--- src/rtl/shift_seq.sv ---
// Multi-cycle 16-bit shift/rotate engine (ROL, SLL, ROR, SRA), one bit per cycle.
// Right-direction ops run as reverse -> left shift -> reverse through one shared reversal unit.
module shift_seq (
    input  logic        clk,
    input  logic        rst,
    input  logic        start,
    input  logic [1:0]  op,
    input  logic [3:0]  amt,
    input  logic [15:0] in,
    output logic        busy,
    output logic        done,
    output logic [15:0] result
);

    typedef enum logic [1:0] {
        OP_ROL = 2'b00,
        OP_SLL = 2'b01,
        OP_ROR = 2'b10,
        OP_SRA = 2'b11
    } op_e;

    typedef enum logic [1:0] {
        IDLE  = 2'b00,
        SHIFT = 2'b01,
        FIN   = 2'b10
    } state_e;

    state_e      state, state_n;
    op_e         op_q, op_n;
    logic [15:0] data, data_n;
    logic [3:0]  cnt, cnt_n;
    logic        fill, fill_n;
    logic [15:0] result_n;
    logic        done_n;

    logic [15:0] rev_in, rev_out;
    logic        shift_bit;

    // Single reversal unit: operand on the way in, shifted data on the way out.
    assign rev_in = (state == FIN) ? data : in;

    always_comb begin
        for (int i = 0; i < 16; i++) begin
            rev_out[i] = rev_in[15-i];
        end
    end

    always_comb begin
        case (op_q)
            OP_SLL:  shift_bit = 1'b0;
            OP_SRA:  shift_bit = fill;
            default: shift_bit = data[15];
        endcase
    end

    always_comb begin
        // NOTE: every output of this block gets a default first, so no path
        // can leave a variable unassigned and infer a latch.
        state_n  = state;
        op_n     = op_q;
        data_n   = data;
        cnt_n    = cnt;
        fill_n   = fill;
        result_n = result;
        done_n   = 1'b0;

        case (state)
            IDLE: begin
                if (start) begin
                    op_n    = op_e'(op);
                    cnt_n   = amt;
                    data_n  = op[1] ? rev_out : in;
                    fill_n  = (op == OP_SRA) ? in[15] : 1'b0;
                    state_n = SHIFT;
                end
            end
            SHIFT: begin
                // Zero test comes before the decrement, so cnt never wraps.
                if (cnt == 4'd0) begin
                    state_n = FIN;
                end else begin
                    data_n = {data[14:0], shift_bit};
                    cnt_n  = cnt - 4'd1;
                end
            end
            FIN: begin
                result_n = op_q[1] ? rev_out : data;
                done_n   = 1'b1;
                state_n  = IDLE;
            end
            default: state_n = IDLE;
        endcase
    end

    always_ff @(posedge clk) begin
        // NOTE: state registers use non-blocking assignment so every register
        // samples the pre-edge values regardless of statement order.
        if (rst) begin
            state  <= IDLE;
            op_q   <= OP_ROL;
            data   <= 16'h0000;
            cnt    <= 4'd0;
            fill   <= 1'b0;
            result <= 16'h0000;
            done   <= 1'b0;
        end else begin
            state  <= state_n;
            op_q   <= op_n;
            data   <= data_n;
            cnt    <= cnt_n;
            fill   <= fill_n;
            result <= result_n;
            done   <= done_n;
        end
    end

    assign busy = (state != IDLE);

endmodule

--- config.mk ---
export PLATFORM = sky130hd
export DESIGN_NAME = shift_seq
export DESIGN_NICKNAME = d
export VERILOG_FILES = /design/src/rtl/shift_seq.sv
export SDC_FILE = /design/constraint.sdc
export NUM_CORES = 1
export LEC_CHECK = 0
export CAP_MARGIN = 20
export CORE_UTILIZATION = 35
export CTS_CLUSTER_DIAMETER = 30
export DETAILED_ROUTE_END_ITERATION = 6
export GPL_TIMING_DRIVEN = 0
export SYNTH_ARGS = -nofsm -noshare
export SYNTH_HDL_FRONTEND = slang
export SYNTH_SLANG_ARGS = --single-unit
--- constraint.sdc ---
create_clock -name clk -period 1.8 [get_ports clk]
set_input_delay 0.45 -clock clk [delete_from_list [all_inputs] [get_ports clk]]
set_output_delay 0.45 -clock clk [all_outputs]
set_load 0.005 [all_outputs]
==> impl_metrics.env <==
export IMPL_routedWlPerCell_um=17.32
export IMPL_maxCapViolCount=0
export IMPL_min_delay_path_depth=2
export IMPL_hold_path_end="fill"
export IMPL_worstMarginPinSlew_ns=0.9541
export IMPL_worst_setup_path_start_kind="register"
export IMPL_post_dp_hpwl_um=5263
export IMPL_reg2reg_depth=6
export IMPL_grt_max_degree=14
export IMPL_crit_type="register to register"
export IMPL_hp_start="fill"
export IMPL_vdd_drop_max_mv=0.3744
export IMPL_via_per_inst=5.544
export IMPL_avgSynthCellArea_um2=8.626
export IMPL_grt_pass1_vias=2359
export IMPL_synth_seq_cells=42
export IMPL_critPathRequiredTime_ns=2.00
export IMPL_arrival_ns=1.95
export IMPL_drive_gt1_share_pct=16.81
export IMPL_finalSetupTns_ns=0
export IMPL_ys_warn_count=0
export IMPL_endpoint_kind="register"
export IMPL_cts_tree="built"
export IMPL_worstPathCellList="inv_1 > ha_4 > nor4bb_4 > or3_4 > buf_12 > o41ai_2"
export IMPL_cp_max_fo=10
export IMPL_overflow=0
export IMPL_pin_count=43
export IMPL_grt_pass1_wl_um=12090
export IMPL_syn_area_mm2=0.002527
export IMPL_critPathBufInv=2
export IMPL_power_leakage_nw=1.236
export IMPL_maxSlewHeadroom_pct=36.39
export IMPL_regToRegStartpoint="cnt[1]"
export IMPL_period_share_pct=97.09
export IMPL_combPwrFrac_pct=35.7
export IMPL_clock_skew_ns=0.006586
export IMPL_final_nets=370
export IMPL_dr_total_vias=2445
export IMPL_syn_inst=293
export IMPL_status="finished, final reports clean"
export IMPL_synth_distinct_cells=36
export IMPL_rows=30
export IMPL_power_frac_seq_pct=38.9
export IMPL_power_w=0.003061
export IMPL_p_switching_w=0.001062
export IMPL_tritoncts_num_buffers=5
export IMPL_fmax_mhz=572.2
export IMPL_dpl_cell_count=430
export IMPL_clkPwrFrac_pct=25.4
export IMPL_cpLargestDelayFamily="simple AND/OR/NAND/NOR gates"
export IMPL_grt_use_total_pct=21.00
export IMPL_portBuffers=41
export IMPL_place_area_mm2=0.003058
export IMPL_cp_slowest_cell="or3_4"
export IMPL_die_w_um=86.98
export IMPL_routed_wl_um=7636
export IMPL_final_cell_mix="clkdlybuf4s50_1, nor2_1, dfxtp_1"
export IMPL_min_path_type="register to register"
export IMPL_die_y_um=86.98
export IMPL_clk_insertion_delay_late_ns=0.30
export IMPL_clockBufferDepth=2
export IMPL_antenna_cells=0
export IMPL_min_period_ns=1.748
export IMPL_fin_cells=441
export IMPL_power_density_mw_per_mm2=910.3
export IMPL_route_detailed_drc=0
export IMPL_finalSetupViolCount=0
export IMPL_r2r_end="data[7]"
export IMPL_slowest_delay_ns=0.45
export IMPL_syn_to_final_growth_pct=33.07
export IMPL_cts_hold_buf=0
export IMPL_drv_slew=0
export IMPL_fp_coreArea_mm2=0.006869
export IMPL_gp_congestion=0.8381
export IMPL_synth_nets=319
export IMPL_switching_share_pct=34.70
export IMPL_clock_sinks=42
export IMPL_antenna_found_initial=0
export IMPL_fin_area_mm2=0.003363
export IMPL_yosysSeqAreaShare_pct=33.27
export IMPL_ant_nets=0
export IMPL_worst_path_stages=6
export IMPL_rsz0062_at_grt="yes"
export IMPL_p_int_w=0.001999
export IMPL_reg2reg_setup_slack_ns=0.05
export IMPL_dieArea_mm2=0.007565
export IMPL_mostFrequentLayoutCell="clkdlybuf4s50_1"
export IMPL_hold_viol_final=0
export IMPL_postLayoutCoreUtil_pct=48.96
export IMPL_htreeDepth=2
export IMPL_root_buffer="clkbuf_8"
export IMPL_drt_first_pass_iters=4
export IMPL_clk_pin_slew_ns=0.09
export IMPL_initial_core_util_pct=36.79
export IMPL_drt_initial_drc_count=166
Yosys cell counts, drive strengths merged:
cell / count / area [µm²]
dfxtp: 42 / 840.8
nor2: 39 / 146.4
a211oi: 31 / 232.7
mux2i: 19 / 190.2
nand2: 17 / 63.81
buf: 16 / 90.09
nor2b: 15 / 93.84
a21boi: 14 / 105.1
a22o: 14 / 122.6
clkbuf: 14 / 52.55
nand3b: 13 / 97.59
o41ai: 13 / 211.5
a21oi: 8 / 40.04
inv: 6 / 22.52
o21ai: 5 / 25.02
nand2b: 4 / 25.02
and2: 3 / 18.77
nor3: 3 / 20.02
or3: 3 / 18.77
nand3: 2 / 10.01
o211ai: 2 / 15.01
a311oi: 1 / 8.760
and3: 1 / 6.260
ha: 1 / 12.51
mux2: 1 / 11.26
nand4: 1 / 6.260
nor4: 1 / 6.260
nor4bb: 1 / 10.01
o2111ai: 1 / 8.760
o22ai: 1 / 6.260
o32ai: 1 / 8.760
state kept, by name, indices dropped and copies added (netlist names):
name and count:
fill 1, result 16, cnt 4, data 16, op_q 2, state 2
done 1
metal layers:
layer	wire length [µm]	GRT usage [%]
met1	3703	28.76
met4	116	6.970
met2	3463	33.57
met5	0	0
met3	352	3.412
tightest hold or removal path, stage by stage, from the launching register on:
cell and delay [ns]:
dfxtp_1 0.32, nand2b_1 0.07, a21oi_1 0.05
power groups by stage:
stage               clock [W]  sequential [W]  combinational [W]
global placement            0         0.00120           0.000920
CTS                  0.000781         0.00119           0.000946
finish               0.000777         0.00119            0.00109
detailed placement          0         0.00121           0.000924
floorplan                   0         0.00116           0.000637
global route         0.000833         0.00121            0.00119
cell type report:
type                       instances  area (µm²)
timing repair buffer              45       456.7
multi-input combinational        215        1620
tap                               96       120.1
buffer                            29       186.4
clock buffer                       6       72.57
sequential                        42       844.6
inverter                           6       25.02
clock inverter                     2       37.54
fill                             652        3506
per-stage QoR:
| step | worst slack (ns) | hold slack [ns] |
|---|---|---|
| global route | -0.005863 | 0.5162 |
| finish | 0.05239 | 0.4818 |
| floorplan | 0.09501 | 0.4410 |
| CTS | 0.001713 | 0.4693 |
| global placement | -0.4214 | 0.4583 |
| detailed placement | -0.3911 | 0.4656 |
how the worst max path moves through the flow:
stage                    end  slack (ns)   start
floorplan           data[10]         0.1  cnt[0]
global placement     data[5]       -0.42   op[1]
detailed placement   data[5]       -0.39   op[1]
CTS                  data[7]       0.002  cnt[0]
global route         data[9]      -0.006  cnt[0]
finish               data[7]        0.05  cnt[1]
repair_timing:
action / 4_1_cts / 5_1_grt
setup buffers: 1 / 2
pin swaps: 1 / 3
hold endpoints to repair: 0 / 0
cloned: 0 / 1
gates resized for setup: 13 / 32
setup endpoints to repair: 17 / 30
cells by family (layout without fill, tap and decap cells):
group,count (synthesis),in the layout,synth area share (%)
buffers and inverters,36,88,6.535
muxes,20,20,7.970
and+or+nand+nor,103,103,20.69
AOI/OAI and AO/OA,91,91,31.04
DFF,42,42,33.27
adders and majority gates,1,1,0.4950
(Power assumes the default switching activity.)
